`config.mk`:
```
export PLATFORM = sky130hd
export DESIGN_NAME = block_sequencer
export DESIGN_NICKNAME = d
export VERILOG_FILES = /design/src/rtl/block_sequencer.sv
export SDC_FILE = /design/constraint.sdc
export NUM_CORES = 2
export LEC_CHECK = 0
export CELL_PAD_IN_SITES_DETAIL_PLACEMENT = 1
export CELL_PAD_IN_SITES_GLOBAL_PLACEMENT = 2
export CORE_MARGIN = 1.5
export CORE_UTILIZATION = 35
export DETAILED_ROUTE_END_ITERATION = 10
export PLACE_DENSITY = 0.75
export SYNTH_ARGS = -nofsm -noshare
export SYNTH_HDL_FRONTEND = slang
export SYNTH_SLANG_ARGS = --single-unit
```
`constraint.sdc`:
```
create_clock -name clk -period 10.4 [get_ports clk]
set_input_delay 1.04 -clock clk [delete_from_list [all_inputs] [get_ports clk]]
set_output_delay 1.04 -clock clk [all_outputs]
set_load 0.05 [all_outputs]
```
`src/rtl/block_sequencer.sv`:
```
// block_sequencer
//   Per-sample instruction sequencer for one processing block. The block's
//   program lives in a local synchronous RAM loaded over the cfg write port.
//   Each accepted sample_tick issues instructions 0..len-1, in order, to the
//   decoder over a valid/ready handshake (up to one instruction per cycle).
//
// Ports
//   clk, reset          system clock, synchronous active-high reset
//   cfg_we/addr/data    program RAM write port (ignored while busy)
//   cfg_len             program length 0..n_instrs, latched at tick accept
//   sample_tick         one-cycle pulse that starts a program pass
//   instr_out/valid     instruction to the decoder, pc_out is its index
//   instr_ready         decoder accepts instr_out this cycle
//   busy                a pass is in progress
//   done                one-cycle pulse at the end of a pass
//   overrun             sticky: a tick arrived while not idle and was dropped
//   cfg_reject          one-cycle pulse: a cfg write was dropped while busy
//
// State table
//   state | meaning
//   IDLE  | waiting for sample_tick, RAM writable
//   FETCH | read of pc 0 in flight, nothing valid yet
//   ISSUE | instruction pc presented, advances on handshake
//   DONE  | done pulse, back to IDLE next cycle

`ifndef BLOCK_INSTR_WIDTH
`define BLOCK_INSTR_WIDTH 32
`endif

module block_sequencer #(
  parameter int instr_width = `BLOCK_INSTR_WIDTH,
  parameter int n_instrs    = 64,
  parameter int pc_width    = $clog2(n_instrs)
) (
  input  logic                   clk,
  input  logic                   reset,
  input  logic                   cfg_we,
  input  logic [pc_width-1:0]    cfg_addr,
  input  logic [instr_width-1:0] cfg_data,
  input  logic [pc_width:0]      cfg_len,
  input  logic                   sample_tick,
  output logic [instr_width-1:0] instr_out,
  output logic                   instr_valid,
  input  logic                   instr_ready,
  output logic [pc_width-1:0]    pc_out,
  output logic                   busy,
  output logic                   done,
  output logic                   overrun,
  output logic                   cfg_reject
);

  typedef enum logic [1:0] {IDLE, FETCH, ISSUE, DONE} state_t;

  localparam logic [pc_width:0]   max_len = (pc_width+1)'(n_instrs);
  localparam logic [pc_width:0]   one_len = (pc_width+1)'(1);
  localparam logic [pc_width-1:0] one_pc  = pc_width'(1);

  state_t                 state;
  logic [pc_width:0]      len_q;
  logic [pc_width:0]      len_clamped;
  logic [pc_width-1:0]    pc;
  logic [pc_width-1:0]    rd_addr;
  logic [instr_width-1:0] rd_data;
  logic                   last;

  logic [instr_width-1:0] mem [n_instrs];

  assign len_clamped = (cfg_len > max_len) ? max_len : cfg_len;
  // len_q is never 0 in ISSUE, so len_q-1 cannot underflow there
  assign last        = ({1'b0, pc} == (len_q - one_len));

  // Prefetch the next word on a handshake so back-to-back issue needs no
  // bubble; on a stall re-read pc so the presented word stays put.
  always_comb begin
    rd_addr = pc;
    case (state)
      IDLE:    rd_addr = '0;
      ISSUE:   rd_addr = instr_ready ? (pc + one_pc) : pc;
      default: rd_addr = pc;
    endcase
  end

  // Program RAM: no reset so contents survive a control reset
  always_ff @(posedge clk) begin
    if (cfg_we && !busy) mem[cfg_addr] <= cfg_data;
    rd_data <= mem[rd_addr];
  end

  always_ff @(posedge clk) begin
    if (reset) begin
      state       <= IDLE;
      len_q       <= '0;
      pc          <= '0;
      instr_valid <= 1'b0;
      busy        <= 1'b0;
      done        <= 1'b0;
      overrun     <= 1'b0;
      cfg_reject  <= 1'b0;
    end else begin
      cfg_reject <= cfg_we && busy;
      if (sample_tick && (state != IDLE)) overrun <= 1'b1;

      case (state)
        IDLE: begin
          done <= 1'b0;
          if (sample_tick) begin
            len_q <= len_clamped;
            pc    <= '0;
            busy  <= 1'b1;
            if (len_clamped == '0) begin
              state <= DONE;
              done  <= 1'b1;
            end else begin
              state <= FETCH;
            end
          end
        end
        FETCH: begin
          state       <= ISSUE;
          instr_valid <= 1'b1;
        end
        ISSUE: begin
          if (instr_ready) begin
            if (last) begin
              state       <= DONE;
              instr_valid <= 1'b0;
              done        <= 1'b1;
            end else begin
              pc <= pc + one_pc;
            end
          end
        end
        DONE: begin
          state <= IDLE;
          done  <= 1'b0;
          busy  <= 1'b0;
        end
        default: state <= IDLE;
      endcase
    end
  end

  assign instr_out = instr_valid ? rd_data : '0;
  assign pc_out    = pc;

endmodule

```
==> results.yml <==
run_status:
  outcome: "finished, final reports clean"
yosys:
  async_flop_share: 0
  ys.flop_type: "edfxtp_1"
  synthCells: 8676
  synth_fp_nets: 8732
  synth_cell_types: 69
  ys.warnings.count: 0
  yosysSeqAreaShare: 0.586
  avgSynthCellArea_sq_um: 12.3
  synth_seq_cells: 2100
  synth-edff-count: 2048
  syn_area_sq_um: 107000
timing:
  finalMaxSlewViolations: 0
  fin_worst_skew_ns: 0.0513
  fin_crit_ns: 6.14
  fin_crit_sh: 0.591
  fmax_mhz: 163
  setup_viol: 0
  finalHoldViolations: 0
  tns_ns: 0
  worstMarginPinSlew_ns: 1.36
  max-slew-margin-rel: 0.0925
  rsz0062_at_grt: "false"
routing:
  routed_wl_mm: 398
  num_vias: 82900
  wire_per_inst_microns: 32.0
  drtIter0Drc: 7823
  drc: 0
  ant_nets: 0
  drt_pass1_iterations: 7
  vias_per_cell: 6.66
clocking:
  clkLatencyLatePin_ns: 0.91
  clk_pin_slew_ns: 0.06
  htree_num_levels: 4
  post_cts_resized: 0
  cts_tree: "yes"
  numCtsBuffers: 234
  clockBufferDepth: 4
  cts.sinks: 2100
  clk_root_buffer_cell: "clkbuf_16"
  ctsHoldBuffers: 0
  cts_setup_buffers: 0
power_and_ir_drop:
  power_frac_comb: 0.159
  p_sw_frac: 0.290
  p_leak_nw: 34.7
  clkPwrFrac: 0.378
  p_sw_w: 0.00593
  pwr-share-seq: 0.463
  p_int_w: 0.0145
  power_density_nw_per_um2: 174
  ir_worst_vdd_uv: 142
floorplanning:
  die_area_sq_um: 308000
  rows: 202
  core_region_area_sq_um: 303000
  io_pins: 93
  die-height_microns: 555
  initial_utilization: 0.352
  fp.dieW_microns: 555
grt:
  antenna_found_initial: 38
  grtUsageTotal: 0.249
  grt_max_degree: 193
  grt_pass1_wl_mm: 579
  grt_pass1_vias: 85500
  grt-ovfl-total: 0
worst_setup_path:
  r2r-start: "pc_out[0]"
  startpoint_type: "flip-flop"
  worstPathMaxFanout: 184
  crit_start: "pc_out[0]"
  worstPathCellList: "buf_4 -> nand2b_4 -> buf_4 -> buf_12 -> o211ai_1 -> a32oi_1 -> a21oi_1 -> a22oi_1 -> and4_1"
  cp_common_cell: "buf_4"
  critPathRequiredTime_ns: 11.22
  r2r_slack_ns: 4.26
  critPathArrivalTime_ns: 6.96
  worst_path_max_delay_cell: "dfxtp_4"
  slowest_delay_ns: 1.07
  worstSetupPathType: "flip-flop to flip-flop"
  cp-end-kind: "flip-flop"
cells_and_area:
  num-fill-cells: 31300
  finalNetCount: 8318
  drive_above_1_share: 0.0763
  syn2layout_area_growth_pct: 10.5
  final_util: 0.389
place:
  numPortBuffers: 92
  gp_congestion: 0.786
  hpwlAfterDp_mm: 207
min_path:
  hold_start: "overrun"
  holdCritPathClass: "flip-flop to flip-flop"
run:
  drv_cap: 0
-- area by class of cell --
| type | instances | area (sq um) | area share |
|---|---|---|---|
| antenna | 28 | 70.1 | 0.000594 |
| clock inverter | 109 | 612 | 0.00519 |
| timing repair buffer | 306 | 2710 | 0.0230 |
| clock buffer | 308 | 6310 | 0.0535 |
| inverter | 11 | 41.3 | 0.000350 |
| sequential | 2100 | 62500 | 0.530 |
| tap | 3978 | 4980 | 0.0422 |
| multi-input combinational | 5609 | 40700 | 0.345 |
-- Yosys cell counts (52+ instances only) --
library cell  instances  area share
a21oi_1             237       0.011
a221oi_1            159       0.013
a22oi_1              63      0.0044
a31oi_1              70      0.0041
a32oi_1             252       0.021
buf_2               281       0.013
clkbuf_1            604       0.021
dfxtp_1              52      0.0098
edfxtp_1           2048        0.58
mux2i_1            1030       0.097
nand2_1            1044       0.037
nand3_1             268       0.013
nor2_1              147      0.0052
o211ai_1           1012       0.071
o21ai_0             136      0.0064
o221ai_1            892       0.073
o22ai_1             133      0.0078
-- metrics by stage --
stage	hold WS [ns]	cell area (sq um)	std cells	total power, W	setup WS [ns]
final	0.477	118000	12400	0.0205	4.26
after global routing	0.522	118000	12400	0.0210	4.04
after CTS	0.481	118000	12400	0.0205	4.34
after detailed placement	0.463	111000	12000	0.0128	4.36
after global placement	0.454	111000	12000	0.0128	4.48
after floorplan	0.450	107000	8676	0.0116	5.98
-- routing by layer --
metal / global-route usage / up-vias / share of wire
li1: - / 35100 / -
met1: 0.325 / 43800 / 0.42
met2: 0.416 / 3054 / 0.48
met3: 0.0287 / 821 / 0.064
met4: 0.111 / 8 / 0.043
met5: 0 / - / 0.00014
-- logic make-up (layout without fill, tap and decap cells) --
group	Yosys count	in the layout	share of synthesized area
AO/OA/AOI/OAI	3000	3000	0.216
flip-flops	2100	2100	0.586
AND/OR/NAND/NOR	1564	1564	0.0616
multiplexers	1032	1032	0.0968
buffers and inverters	967	734	0.0386
XOR/XNOR	7	7	0.000574
adder cells (fa/ha/maj)	6	6	0.000703
other	0	28	0
-- flip-flops by register name (all words and copies together) (netlist names), 2 cells and up --
name,count
mem,2048
state,2
rd_data,32
pc_out,6
len_q,7
-- power by group through the flow --
stage	registers [W]	logic [W]	clock network [W]
global route	0.00948	0.00342	0.00814
floorplan	0.00960	0.00203	0
CTS	0.00948	0.00319	0.00786
detailed placement	0.00965	0.00318	0
global placement	0.00965	0.00310	0
finish	0.00948	0.00325	0.00775
-- critical path: cells and delay by family, from the launching register on --
kind,cells,cell delay [ns]
flip-flops,1,1.07
AND/OR/NAND/NOR,2,0.93
buffers and inverters,3,2.24
AO/OA/AOI/OAI,4,1.36
-- layout by cell type, fill, tap and decap left out, drive strengths merged, types with 71 or more instances in the layout --
master,count
a21oi,237
a221oi,159
a31oi,71
a32oi,252
buf,247
clkbuf,308
clkinv,101
edfxtp,2048
mux2i,1030
nand2,1044
nand3,268
nor2,147
o211ai,1012
o21ai,138
o221ai,892
o22ai,133
-- worst paths after layout --
path,endpoint,cells after the start
worst max-delay path,rd_data[9],9
worst min-delay path,overrun,2
worst min register to register,overrun,2
worst max register to register,rd_data[9],9
No activity file was read; power rests on OpenSTA's default activity.
